File: src/rtl/bb_shift_accumulator.sv
// BitBlade shift-accumulator: sequences 2b x 2b brick products of one
// variable-precision dot product and shift-accumulates them into a wide sum.
module bb_shift_accumulator #(
    parameter int ACC_W = 32,
    parameter int LEN_W = 8
) (
    input  logic             CLK,
    input  logic             RSTn,
    input  logic             START,
    input  logic [1:0]       PREC_I,
    input  logic [1:0]       PREC_W,
    input  logic             SIGNED_I,
    input  logic             SIGNED_W,
    input  logic [LEN_W-1:0] LEN,
    output logic [1:0]       IDX_I,
    output logic [1:0]       IDX_W,
    output logic             SIGN_I,
    output logic             SIGN_W,
    input  logic             IN_VALID,
    output logic             IN_READY,
    input  logic [5:0]       MUL,
    output logic             BUSY,
    output logic             OUT_VALID,
    input  logic             OUT_READY,
    output logic [ACC_W-1:0] OUT_ACC
);

    typedef enum logic [1:0] {S_IDLE, S_RUN, S_DONE} state_t;

    state_t                  r_state;
    logic [1:0]              r_ni_m1;
    logic [1:0]              r_nw_m1;
    logic                    r_signed_i;
    logic                    r_signed_w;
    logic [LEN_W-1:0]        r_len_m1;
    logic [1:0]              r_i;
    logic [1:0]              r_j;
    logic [LEN_W-1:0]        r_e;
    logic signed [ACC_W-1:0] r_acc;
    logic                    r_sign_i;
    logic                    r_sign_w;
    logic                    r_in_ready;
    logic                    r_out_valid;
    logic                    r_busy;

    // Pair count minus one: 2b -> 1 pair, 4b -> 2 pairs, 8b (codes 2,3) -> 4 pairs.
    function automatic logic [1:0] f_pairs_m1(input logic [1:0] prec);
        case (prec)
            2'd0:    return 2'd0;
            2'd1:    return 2'd1;
            default: return 2'd3;
        endcase
    endfunction

    function automatic logic signed [ACC_W-1:0] f_brick_term(
        input logic [5:0] mul,
        input logic [1:0] i,
        input logic [1:0] j
    );
        logic signed [ACC_W-1:0] ext;
        logic [2:0]              pos;
        ext = {{(ACC_W-6){mul[5]}}, mul};
        pos = {1'b0, i} + {1'b0, j};
        return ext <<< {pos, 1'b0};
    endfunction

    logic       w_beat;
    logic       w_i_last;
    logic       w_j_last;
    logic       w_e_last;
    logic       w_op_last;
    logic [1:0] w_i_nxt;
    logic [1:0] w_j_nxt;

    assign w_beat    = r_in_ready & IN_VALID;
    assign w_i_last  = (r_i == r_ni_m1);
    assign w_j_last  = (r_j == r_nw_m1);
    assign w_e_last  = (r_e == r_len_m1);
    assign w_op_last = w_i_last & w_j_last & w_e_last;
    assign w_i_nxt   = w_i_last ? 2'd0 : r_i + 2'd1;
    assign w_j_nxt   = w_i_last ? (w_j_last ? 2'd0 : r_j + 2'd1) : r_j;

    always_ff @(posedge CLK or negedge RSTn) begin
        if (!RSTn) begin
            r_state     <= S_IDLE;
            r_ni_m1     <= '0;
            r_nw_m1     <= '0;
            r_signed_i  <= 1'b0;
            r_signed_w  <= 1'b0;
            r_len_m1    <= '0;
            r_i         <= '0;
            r_j         <= '0;
            r_e         <= '0;
            r_acc       <= '0;
            r_sign_i    <= 1'b0;
            r_sign_w    <= 1'b0;
            r_in_ready  <= 1'b0;
            r_out_valid <= 1'b0;
            r_busy      <= 1'b0;
        end else begin
            case (r_state)
                S_IDLE: begin
                    if (START) begin
                        r_state    <= S_RUN;
                        r_ni_m1    <= f_pairs_m1(PREC_I);
                        r_nw_m1    <= f_pairs_m1(PREC_W);
                        r_signed_i <= SIGNED_I;
                        r_signed_w <= SIGNED_W;
                        // LEN=0 wraps to all ones, i.e. 2^LEN_W elements.
                        r_len_m1   <= LEN - 1'b1;
                        r_i        <= '0;
                        r_j        <= '0;
                        r_e        <= '0;
                        r_acc      <= '0;
                        r_sign_i   <= SIGNED_I & (f_pairs_m1(PREC_I) == 2'd0);
                        r_sign_w   <= SIGNED_W & (f_pairs_m1(PREC_W) == 2'd0);
                        r_in_ready <= 1'b1;
                        r_busy     <= 1'b1;
                    end
                end
                S_RUN: begin
                    if (w_beat) begin
                        r_acc    <= r_acc + f_brick_term(MUL, r_i, r_j);
                        r_i      <= w_i_nxt;
                        r_j      <= w_j_nxt;
                        r_sign_i <= r_signed_i & (w_i_nxt == r_ni_m1);
                        r_sign_w <= r_signed_w & (w_j_nxt == r_nw_m1);
                        if (w_i_last && w_j_last)
                            r_e <= w_e_last ? '0 : r_e + 1'b1;
                        if (w_op_last) begin
                            r_state     <= S_DONE;
                            r_in_ready  <= 1'b0;
                            r_out_valid <= 1'b1;
                        end
                    end
                end
                S_DONE: begin
                    if (OUT_READY) begin
                        r_state     <= S_IDLE;
                        r_out_valid <= 1'b0;
                        r_busy      <= 1'b0;
                    end
                end
                default: begin
                    r_state     <= S_IDLE;
                    r_in_ready  <= 1'b0;
                    r_out_valid <= 1'b0;
                    r_busy      <= 1'b0;
                end
            endcase
        end
    end

    assign IDX_I     = r_i;
    assign IDX_W     = r_j;
    assign SIGN_I    = r_sign_i;
    assign SIGN_W    = r_sign_w;
    assign IN_READY  = r_in_ready;
    assign BUSY      = r_busy;
    assign OUT_VALID = r_out_valid;
    assign OUT_ACC   = r_acc;

endmodule

File: config.mk
export PLATFORM = sky130hd
export DESIGN_NAME = bb_shift_accumulator
export DESIGN_NICKNAME = d
export VERILOG_FILES = /design/src/rtl/bb_shift_accumulator.sv
export SDC_FILE = /design/constraint.sdc
export NUM_CORES = 1
export LEC_CHECK = 0
export ABC_AREA = 1
export CORE_MARGIN = 2
export CORE_UTILIZATION = 35
export CTS_CLUSTER_SIZE = 28
export DETAILED_ROUTE_END_ITERATION = 10
export SETUP_SLACK_MARGIN = 0.3
export SLEW_MARGIN = 15
export SYNTH_ARGS = -nofsm -noshare
export SYNTH_HDL_FRONTEND = slang
export SYNTH_SLANG_ARGS = --single-unit
File: constraint.sdc
create_clock -name CLK -period 7.7 [get_ports CLK]
set_input_delay 1.54 -clock CLK [delete_from_list [all_inputs] [get_ports CLK]]
set_output_delay 1.54 -clock CLK [all_outputs]
set_load 0.01 [all_outputs]
# After elaboration in Yosys (flattened, before gate mapping)
# Cells that the tools add are included.
[op_classes] add_sub_neg=6 n_eq_ne=14 n_shift=1 mux=42 bitwise_logic=10 n_reduce_logical=14
[op_table] operator="two-way mux 32 bit" count=2
[op_table] operator="case mux 32 bit (2 select lines)" count=1
[op_table] operator="adder 32 bit" count=1
[op_table] operator="two-way mux 8 bit" count=4
[op_table] operator="<<< shifter 6 x 4 -> 32 bit" count=1
[op_table] operator="two-way mux 2 bit" count=14
[op_table] operator="case mux 2 bit (2 select lines)" count=4
[op_table] operator="case mux 8 bit (2 select lines)" count=1
[op_table] operator="AND reduction 4 bit" count=4
[op_table] operator="zero test 2 bit" count=5
[op_table] operator="two-way mux 1 bit" count=10
[op_table] operator="inequality test 2 bit, second input constant" count=5
[op_table] operator="case mux 1 bit (3 select lines)" count=3
[op_table] operator="adder 8 x 1 -> 8 bit, second input constant" count=1
[op_table] operator="== test 2 bit" count=4
[op_table] operator="== test 8 bit" count=1
[op_table] operator="subtractor 8 x 1 -> 8 bit, second input constant" count=1
[op_table] operator="AND 1 bit" count=7
[op_table] operator="== test 2 x 1 -> 1 bit, second input constant" count=3
[op_table] operator="case mux 2 bit (3 select lines)" count=1
[op_table] operator="AND reduction 3 bit" count=2
[op_table] operator="adder 2 x 1 -> 2 bit, second input constant" count=2
[op_table] operator="case mux 1 bit (2 select lines)" count=2
[op_table] operator="adder 2 x 2 -> 3 bit" count=1
[op_table] operator="other kinds (5)" count=7
[totals] ff_bits=65 in_bits=25 out_inout_bits=41 elab_cells=102

# Depth between registers and ports, before layout
# Gate-level depths: netlist of run 1.
[logic_depth] depth_word=8 ltp_mapped=23 ltp_nobuf=22

# Least setup slack after synthesis of run 1
# No wires, ideal clock.
[synth_timing] path_kind="input port to flip-flop" start="in MUL[5]" end="reg r_acc[24] (netlist: OUT_ACC[24])" setup_time_ns=0.118 arrival_ns=3.125 required_time_ns=7.582 path_slack_ns=4.457 stages=16 n_path_buf=0 path_cell_list="nor2_1 -> a21oi_1 -> inv_1 -> o21ai_0 -> o21ai_0 -> inv_1 -> ha_1 -> nand2_1 -> nor2_1 -> inv_1 -> o21bai_1 -> nand2_1 -> nand3_1 -> nand2_1 -> nand3_1 -> nand2_1"
[synth_between] elab_chain_len=4
[synth_lines] element="start: declaration" line_no="21" rtl="input logic [5:0] MUL,"
[synth_lines] element="<<< shifter 6 x 4 -> 32 bit" line_no="64" rtl="return ext <<< {pos, 1'b0};"
[synth_lines] element="adder 32 bit" line_no="123" rtl="r_acc <= r_acc + f_brick_term(MUL, r_i, r_j);"
[synth_lines] element="two-way mux 32 bit" line_no="122" rtl="if (w_beat) begin"
[synth_lines] element="case mux 32 bit (2 select lines)" line_no="101" rtl="case (r_state)"
[synth_lines] element="end signal: assignment" line_no="123"
[synth_lines] element="end: declaration" line_no="39" rtl="logic signed [ACC_W-1:0] r_acc;"
# Every way passes these cells. The select of a mux whose other input is x is not followed.
# A chain may end at the register's enable or synchronous reset.

# Final worst setup path of run 1
[layout_timing] start="in MUL[5]" end="reg r_acc[27] (netlist: OUT_ACC[27])"
# Same word-level chain as after synthesis.

==> key figures, run 1 <==
Status
  – Run status: complete, no violations

Timing
  – Slew Limit Headroom: 0.409
  – Fmax achieved: 219 MHz
  – Final number of hold-violating endpoints: 0
  – Period minus WS final: 4.56 ns
  – Skew final: 0.00936 ns
  – RSZ-0062 raised after global routing: no
  – Final period util: 0.592
  – Fin. max-slew vios: 0
  – Setup violations, final: 0
  – Slew @ Worst Pin: 0.883 ns
  – Setup TNS: 0 ns

Floorplanning
  – Die area: 17600 um^2
  – Core area: 16300 um^2
  – # IOs: 66
  – Number of cell rows: 47
  – Die width: 133 um
  – Starting Density: 0.354
  – Die height: 133 um

Synthesis
  – Distinct cells, synth: 39
  – Avg Cell Area, Syn: 6.09 um^2
  – Mapped Nets: 1016
  – Mapped Cells: 951
  – Yosys warns: 0
  – Register area share after synthesis: 0.281
  – Synth Cell Area: 5790 um^2
  – Register bit total from synthesis: 65

CTS
  – Buffer type at the clock tree root: clkbuf_16
  – TritonCTS clock tree: built
  – Clock Pin Slew Worst Setup and Hold Paths: 0.06 ns
  – CTS buffer count: 9
  – Clock Path Buffers: 2
  – H-tree lvl count: 3
  – # resized after CTS: 0
  – Clk Latency, worst-skew pair: 0.34 ns
  – Setup Buffers After CTS: 0
  – Sink Count: 65
  – Hold Buf Count CTS: 0

Power and ir drop
  – NetSw: 1.33 mW
  – Combinational share of power: 0.610
  – Int Power: 1.40 mW
  – Net Sw Frac: 0.488
  – Leakage power: 3.89 nW
  – Power Dens Cells: 392 nW/um^2
  – Clock share of power: 0.165
  – Sequential power share: 0.225
  – VDD IR max: 0.175 mV

Global route
  – Initial antenna violation count: 0
  – Total gr overflow: 0
  – Largest net degree at the start of global routing: 66
  – Global-route wire length before repair: 26500 um
  – Vias in the first global route: 5579
  – GRT Util Overall: 0.186

Worst setup path
  – Crit path cell chain: clkdlybuf4s50_1 > nor2_1 > a21oi_1 > inv_1 > o21ai_0 > inv_1 > nor2_1 > ha_1 > nand2_1 > inv_1 > nand2_1 > nand2_1 > nand2_1 > nand3_1 > nand2_1 > nand3_1 > nand3_1 > nand2_1
  – Reg2Reg Setup Slack: 3.96 ns
  – Max stage delay on crit path: 1.05 ns
  – Setup Crit Path Kind: primary input to register
  – Slowest-stage cell, CP: clkdlybuf4s50_1
  – Most frequent CP cell: nand2_1
  – Worst-path fanout max: 16
  – Startpoint Class: primary input
  – Arr. time, crit path: 4.79 ns
  – FF-to-FF path depth: 18
  – Worst Path Required: 7.93 ns
  – Crit end category: register

Routing
  – Via Count: 5747
  – Drt pass-1 iters: 5
  – Remaining DRCs: 0
  – Post-DRT Antenna Nets: 0
  – Post-Route WL: 15400 um
  – Iteration-0 DRC Markers: 368
  – Post-DR vias/cell: 4.64
  – Drt wl/cell: 12.5 um

Final layout
  – Total Nets Final: 1080
  – Most frequent cells in the layout: 374 x nand2_1, 162 x inv_1, 80 x nor2_1, 65 x dfrtp_1, 64 x clkdlybuf4s50_1
  – Final design utilization: 0.427
  – FILL cells: 1770
  – Commonest non-fill, non-tap cell in the layout: nand2_1
  – Share of cells above drive strength 1: 0.0373
  – Area Overhead vs Synth: 20.5%
  – ANT cells: 0

Worst hold path
  – Worst min-delay path class: register to register
  – Worst hold path cell count: 2

Place
  – Port Buffers: 65
  – Global placer's final weighted congestion: 0.935
  – Detailed Place HPWL: 12000 um

Run
  – Max Cap Viol: 0
==> per-stage QoR <==
stage / hold slack [ns] / setup slack [ns] / total power [mW] / std cells / instance area [um^2]
after floorplan: 0.467 / 4.46 / 1.77 / 951 / 5790
after global routing: 0.536 / 2.83 / 3.02 / 1239 / 6980
after global placement: 0.487 / 2.83 / 2.27 / 1224 / 6660
final: 0.504 / 3.14 / 2.74 / 1239 / 6980
after detailed placement: 0.483 / 2.83 / 2.28 / 1224 / 6660
after CTS: 0.506 / 3.19 / 2.75 / 1239 / 6980
==> layout make-up <==
type	count	area, um^2	share of cell area
clock buffer	10	239	0.0343
clock inverter	5	80.1	0.0115
inverter	168	638	0.0915
multi-input combinational	705	3460	0.497
sequential	65	1630	0.233
tap	220	275	0.0395
timing repair buffer	66	653	0.0936
==> critical path, delay by kind of cell <==
kind,cells,cell delay [ns]
buffers and inverters,4,1.25
adder cells (fa/ha/maj),1,0.32
AO/OA/AOI/OAI,2,0.38
AND/OR/NAND/NOR,11,1.29
==> synth_stat cells <==
master    number  area [um^2]
inv_2          4         15.0
clkinv_1       1         3.75
o21bai_1       3         22.5
nand2_2        2         12.5
o21ai_2        3         26.3
o21ai_0       43          215
or2_1          1         6.26
o21ai_1        4         20.0
a32o_1         1         10.0
and2_1         3         18.8
buf_6          1         11.3
a22o_1         1         8.76
a31oi_1        3         18.8
nor3_1         4         20.0
clkbuf_1       8         30.0
nand3_1       57          285
a21o_1         1         7.51
inv_8          1         11.3
o22ai_1        4         25.0
nor2_8         2         40.0
nor2_2         2         12.5
inv_1        162          608
nand4_1        6         37.5
ha_1          38          475
nor3_2         1         10.0
a21oi_1       42          210
dfrtp_1       65         1630
mux2i_1        2         20.0
nor2_1        80          300
fa_1           2         40.0
o21ai_4        1         16.3
buf_2          4         20.0
nand3b_1       2         15.0
xnor2_1        8         70.1
a211oi_1       1         7.51
nand2_1      374         1400
o31ai_1        2         15.0
or2_2          5         31.3
xor2_1         7         61.3
==> logic make-up after synthesis <==
logic type / Yosys count / synth area share
xor gates and xnor gates: 15 / 0.0227
buffers and inverters: 181 / 0.121
and+or+nand+nor: 539 / 0.379
DFF: 65 / 0.281
AOI/OAI and AO/OA: 109 / 0.104
adders and majority gates: 40 / 0.0890
muxes: 2 / 0.00346
==> final timing paths <==
check | start | endpoint
setup / recovery | MUL[5] | OUT_ACC[27]
hold / removal | OUT_VALID | OUT_VALID
setup reg to reg | IDX_I[0] | OUT_ACC[16]
hold reg to reg | OUT_VALID | OUT_VALID
max in group asynchronous | RSTn | r_len_m1[0]
min in group asynchronous | RSTn | OUT_ACC[6]
==> registers in the layout, indices dropped and copies added, names as in the netlist <==
name / count
r_nw_m1: 2
r_ni_m1: 2
SIGN_I: 1
r_signed_i: 1
IN_READY: 1
IDX_W: 2
BUSY: 1
SIGN_W: 1
OUT_ACC: 32
r_state: 2
OUT_VALID: 1
r_signed_w: 1
r_e: 8
r_len_m1: 8
IDX_I: 2
==> per-layer routing <==
| layer | track usage | routed length (um) | up-vias |
|---|---|---|---|
| li1 | - | - | 3081 |
| met1 | 0.256 | 7690 | 2522 |
| met2 | 0.299 | 6770 | 121 |
| met3 | 0.0284 | 661 | 23 |
| met4 | 0.0645 | 316 | 0 |
| met5 | 0 | 0 | - |
==> power groups by stage <==
stage / Combinational [mW] / Clock [mW] / Sequential (mW)
3_5_place_dp: 1.66 / 0 / 0.620
6_report: 1.67 / 0.453 / 0.615
5_1_grt: 1.91 / 0.478 / 0.640
4_1_cts: 1.67 / 0.464 / 0.616
2_1_floorplan: 1.14 / 0 / 0.626
3_3_place_gp: 1.65 / 0 / 0.620
No activity file was read; power rests on OpenSTA's default activity.
==> run 2, diff against run 1 <==
Clock period 7.7 ns to 4.3 ns, I/O delays scaled along.
==> run 2 against run 1 <==
Compared with the run above:
- die area stayed put
- critical path depth is 2 higher
- non-clock buffer count is 6 higher
- sequential power is 79% higher
- cell count is 0.56% higher
- total power is 80% higher
- worst hold slack worse by 0.028 ns
- flip-flop and latch count stayed put
==> key figures, run 2 (synthesis results as in run 1) <==
Power and ir drop
  – Int Power: 2.53 mW
  – NetSw: 2.41 mW
  – VDD IR max: 0.383 mV
  – Leakage power: 3.92 nW
  – Combinational share of power: 0.610
  – Power Dens Cells: 702 nW/um^2
  – Net Sw Frac: 0.488
  – Sequential power share: 0.224
  – Clock share of power: 0.167

Timing
  – Slew @ Worst Pin: 0.675 ns
  – Setup TNS: 0 ns
  – Period minus WS final: 3.63 ns
  – Skew final: 0.0116 ns
  – Final number of hold-violating endpoints: 0
  – Setup violations, final: 0
  – Final period util: 0.844
  – Fin. max-slew vios: 0
  – RSZ-0062 raised after global routing: no
  – Min Hold Slack: 0.476 ns
  – Fmax achieved: 276 MHz
  – Slew Limit Headroom: 0.550

Worst setup path
  – R2r endpoint: OUT_ACC[18]
  – Arr. time, crit path: 3.87 ns
  – Startpoint Class: register
  – RR Startpoint: IDX_W[0]
  – Setup Crit Path Kind: register to register
  – Crit end category: register
  – FF-to-FF path depth: 20
  – Reg2Reg Setup Slack: 0.67 ns
  – Worst-path fanout max: 9
  – Worst Path Required: 4.54 ns

CTS
  – Buffer type at the clock tree root: clkbuf_16
  – TritonCTS clock tree: built
  – H-tree lvl count: 3
  – Setup Buffers After CTS: 0
  – Clock Path Buffers: 2
  – Clock Pin Slew Worst Setup and Hold Paths: 0.06 ns
  – Hold Buf Count CTS: 0
  – Sink Count: 65
  – Clk Latency, worst-skew pair: 0.35 ns
  – # resized after CTS: 0
  – CTS buffer count: 9

Global route
  – Largest net degree at the start of global routing: 26
  – Vias in the first global route: 5561
  – GRT Util Overall: 0.196
  – Total gr overflow: 0
  – Global-route wire length before repair: 27700 um
  – Initial antenna violation count: 0

Floorplanning
  – Die area: 17600 um^2
  – Die height: 133 um
  – Number of cell rows: 47
  – Core area: 16300 um^2
  – # IOs: 66
  – Die width: 133 um
  – Starting Density: 0.354

Final layout
  – Commonest non-fill, non-tap cell in the layout: nand2_1
  – Final instance area: 7020 um^2
  – Area Overhead vs Synth: 21.3%
  – Share of cells above drive strength 1: 0.0419
  – Largest register FFs: 32
  – Final design utilization: 0.430
  – Most frequent cells in the layout: 374 x nand2_1, 162 x inv_1, 80 x nor2_1, 65 x dfrtp_1, 64 x clkdlybuf4s50_1
  – Non-filler cells, final: 1246
  – ANT cells: 0
  – Area occupied by multi-input gates: 3460 um^2
  – FF/Latch Area: 1630 um^2
  – Total Nets Final: 1086
  – FILL cells: 1753

Routing
  – Drt wl/cell: 13.0 um
  – Post-DR vias/cell: 4.63
  – Via Count: 5773
  – Remaining DRCs: 0
  – Drt pass-1 iters: 5
  – Post-DRT Antenna Nets: 0
  – Post-Route WL: 16200 um
  – Iteration-0 DRC Markers: 322

Place
  – Port Buffers: 65
  – Placed inst area: 6700 um^2
  – Detailed Place HPWL: 12700 um
  – Global placer's final weighted congestion: 0.918
  – Placed cell count: 1230

Worst hold path
  – Worst Hold Endpoint: OUT_VALID
  – Worst hold path cell count: 2
  – Worst min-delay path class: register to register
  – Hold Startpoint: OUT_VALID

Run
  – Max Cap Viol: 0

Status
  – Run status: complete, no violations
## run 2: how the worst max path moves through the flow
stage                         from           to  slack [ns]  depth (start not counted)
after floorplan           IDX_I[0]  OUT_ACC[24]        1.21                         19
after global placement      MUL[5]  OUT_ACC[18]        0.39                         18
after detailed placement    MUL[5]  OUT_ACC[18]        0.51                         18
after CTS                 IDX_W[0]  OUT_ACC[18]        0.70                         20
after global routing      IDX_W[0]  OUT_ACC[18]        0.37                         20
final                     IDX_W[0]  OUT_ACC[18]        0.67                         20
## run 2: critical path, stage by stage, from the launching register on
cell and delay, ns:
dfrtp_1 0.45, ha_1 0.18, inv_1 0.05, fa_1 0.64, inv_1 0.16, nor2_1 0.15
inv_1 0.07, o21ai_0 0.13, mux2i_1 0.16, ha_1 0.36, nand2_1 0.15, inv_1 0.05
nand2_1 0.06, nand2_1 0.08, inv_1 0.06, nand3_1 0.18, nand2_1 0.11, nand2_1 0.08
nand2_1 0.06, nand2_1 0.04, o21ai_0 0.26
## run 2: power by group through the flow
stage	Clock, mW	Sequential (mW)	Combinational, mW
after floorplan	0	1.12	2.04
after global placement	0	1.12	2.99
after detailed placement	0	1.12	3.00
after CTS	0.842	1.11	3.02
after global routing	0.861	1.15	3.45
final	0.822	1.10	3.01
## run 2: layout make-up
class | count | share of cell area
multi-input combinational | 705 | 0.493
sequential | 65 | 0.232
timing repair buffer | 72 | 0.0994
inverter | 168 | 0.0908
tap | 220 | 0.0392
clock buffer | 12 | 0.0351
clock inverter | 4 | 0.0109
## run 2: stage by stage
| step | setup WS (ns) | power (mW) |
|---|---|---|
| 2_1_floorplan | 1.21 | 3.16 |
| 3_3_place_gp | 0.393 | 4.11 |
| 3_5_place_dp | 0.509 | 4.12 |
| 4_1_cts | 0.699 | 4.97 |
| 5_1_grt | 0.374 | 5.46 |
| 6_report | 0.670 | 4.93 |
## run 2: per-layer routing
metal,GRT usage,part of all wire,up-vias,wire length [um]
met3,0.0475,0.050,22,812
li1,-,-,3082,-
met5,0,0,-,0
met1,0.269,0.49,2550,7930
met2,0.303,0.44,119,7070
met4,0.0621,0.021,0,340
==> run 3, diff against run 2 <==
Clock period 4.3 ns to 3.5 ns, I/O delays scaled along.
==> run 3 against run 2 <==
Compared with the run above:
- worst setup slack got worse by 0.23 ns
- cell count increased by 0.80%
- combinational power rose by 35%
- highest routed layer unchanged
- worst hold slack worse by 0.32 ns
- clock power increased by 24%
- critical path depth fell by 3
- non-clock buffer count is 10 higher
- sequential power up 23%
- count of clock-buffer cells in the layout did not move
- wire length grew 2.6%
- maximum frequency up 19%
==> key figures, run 3 (synthesis results as in run 1) <==
Timing
  – Setup violations, final: 0
  – Slew @ Worst Pin: 0.539 ns
  – Fin. max-slew vios: 0
  – Min Hold Slack: 0.154 ns
  – Skew final: 0.0127 ns
  – RSZ-0062 raised after global routing: yes
  – Worst setup margin: 0.445 ns
  – Setup TNS: 0 ns
  – Fmax achieved: 327 MHz
  – Final period util: 0.873
  – Period minus WS final: 3.05 ns
  – Slew Limit Headroom: 0.641
  – Final number of hold-violating endpoints: 0

CTS
  – Buffer type at the clock tree root: clkbuf_16
  – Clock Path Buffers: 2
  – Clk Latency, worst-skew pair: 0.35 ns
  – TritonCTS clock tree: built
  – H-tree lvl count: 3
  – Sink Count: 65
  – CTS buffer count: 9
  – Clock Pin Slew Worst Setup and Hold Paths: 0.07 ns

Global route
  – Total gr overflow: 0
  – Vias in the first global route: 5485
  – Largest net degree at the start of global routing: 42
  – Global-route wire length before repair: 27300 um
  – GRT Util Overall: 0.194
  – Initial antenna violation count: 0

Worst setup path
  – Max stage delay on crit path: 0.48 ns
  – Crit end category: register
  – Worst-path fanout max: 7
  – Arr. time, crit path: 3.29 ns
  – FF-to-FF path depth: 17
  – Setup Crit Path Kind: register to register
  – R2r endpoint: OUT_ACC[28]
  – Slowest-stage cell, CP: fa_2
  – Critical Path Source: IDX_I[0]
  – Critical Path End: OUT_ACC[28]
  – Reg2Reg Setup Slack: 0.45 ns
  – Most frequent CP cell: nand2_1
  – Startpoint Class: register
  – Worst Path Required: 3.74 ns
  – Crit path cell chain: ha_2 > inv_2 > fa_2 > inv_4 > nor2_4 > a21oi_1 > nand2_1 > o21ai_1 > ha_2 > nand2_1 > inv_1 > a21oi_1 > nand3_2 > nand2_1 > nand3_1 > nand3_1 > nand2_1
  – RR Startpoint: IDX_I[0]

Routing
  – Post-DRT Antenna Nets: 0
  – Drt wl/cell: 13.2 um
  – Drt pass-1 iters: 4
  – Remaining DRCs: 0
  – DR top layer: met4
  – Post-DR vias/cell: 4.66
  – Met2 WL: 7640 um
  – Met3 WL: 707 um
  – Metal-1 WL: 7990 um
  – Post-Route WL: 16600 um
  – Via Count: 5858
  – Iteration-0 DRC Markers: 370

Place
  – Global placer's final weighted congestion: 0.944
  – Placed cell count: 1234
  – Dpl ws: 0.0108 ns
  – Detailed Place HPWL: 12900 um
  – Placed inst area: 6730 um^2
  – Port Buffers: 65

Floorplanning
  – Die height: 133 um
  – Starting Density: 0.354
  – Die width: 133 um
  – Core area: 16300 um^2
  – Die area: 17600 um^2
  – Number of cell rows: 47
  – # IOs: 66

Final layout
  – Final instance area: 7360 um^2
  – ANT cells: 0
  – Most frequent cells in the layout: 353 x nand2_1, 156 x inv_1, 73 x nor2_1, 64 x dfrtp_1, 63 x clkdlybuf4s50_1
  – Total Nets Final: 1096
  – Commonest non-fill, non-tap cell in the layout: nand2_1
  – Share of cells above drive strength 1: 0.120
  – Largest register FFs: 32
  – Area Overhead vs Synth: 27.1%
  – Non-filler cells, final: 1256
  – Final design utilization: 0.450
  – FILL cells: 1779

Power and ir drop
  – VDD IR max: 0.398 mV
  – Total power: 6.43 mW
  – Power Dens Cells: 874 nW/um^2
  – Leakage power: 4.01 nW

Run
  – Max Cap Viol: 0

Status
  – Run status: complete, no violations

Worst hold path
  – Worst min-delay path class: primary input to async pin
## run 3: changes by cell type in the layout (fill, tap and decap cells not counted), sizes merged
cell / delta
buf: +10
clkdlybuf4s50: -1
dlymetal6s2s: +1
## run 3: power breakdown
| part | internal (mW) | leakage (nW) | switching (mW) |
|---|---|---|---|
| registers | 1.06 | 0.848 | 0.287 |
| logic | 1.58 | 3.01 | 2.49 |
| clock network | 0.646 | 0.153 | 0.373 |
## run 3: metal layers
layer / vias to the layer above / track usage
met5: - / 0
met3: 16 / 0.0421
li1: 3106 / -
met1: 2631 / 0.263
met2: 105 / 0.312
met4: 0 / 0.0514
## run 3: area by class of cell
type | count | area, um^2 | area share
repair buffers | 82 | 776 | 0.105
well taps | 220 | 275 | 0.0374
multi-input cells | 705 | 3720 | 0.505
flip-flops and latches | 65 | 1630 | 0.221
clock inverters | 4 | 76.3 | 0.0104
inverters | 168 | 641 | 0.0871
clock buffers | 12 | 246 | 0.0335
## run 3: worst min path at each step
| stage | end | slack (ns) | cells past startpoint |
|---|---|---|---|
| 6_report | OUT_ACC[9] | 0.15 | 1 |
| 5_1_grt | OUT_ACC[4] | 0.16 | 1 |
| 4_1_cts | OUT_ACC[9] | 0.15 | 1 |
| 3_5_place_dp | OUT_VALID | 0.47 | 2 |
| 3_3_place_gp | OUT_VALID | 0.47 | 2 |
| 2_1_floorplan | BUSY | 0.40 | 0 |
## run 3: repair_timing
item                                    CTS  global route
buffers inserted                          1             5
gates resized for setup                   5            84
pin swaps                                 1            23
endpoints found under the setup margin   23            24
hold buffers                              0             0
## run 3: critical path, delay by kind of cell (launching register included)
family | cells | cell delay, ns
compound gates | 3 | 0.55
fa+ha+maj | 3 | 1.00
buf+inv | 3 | 0.24
flops | 1 | 0.39
simple gates | 8 | 0.77
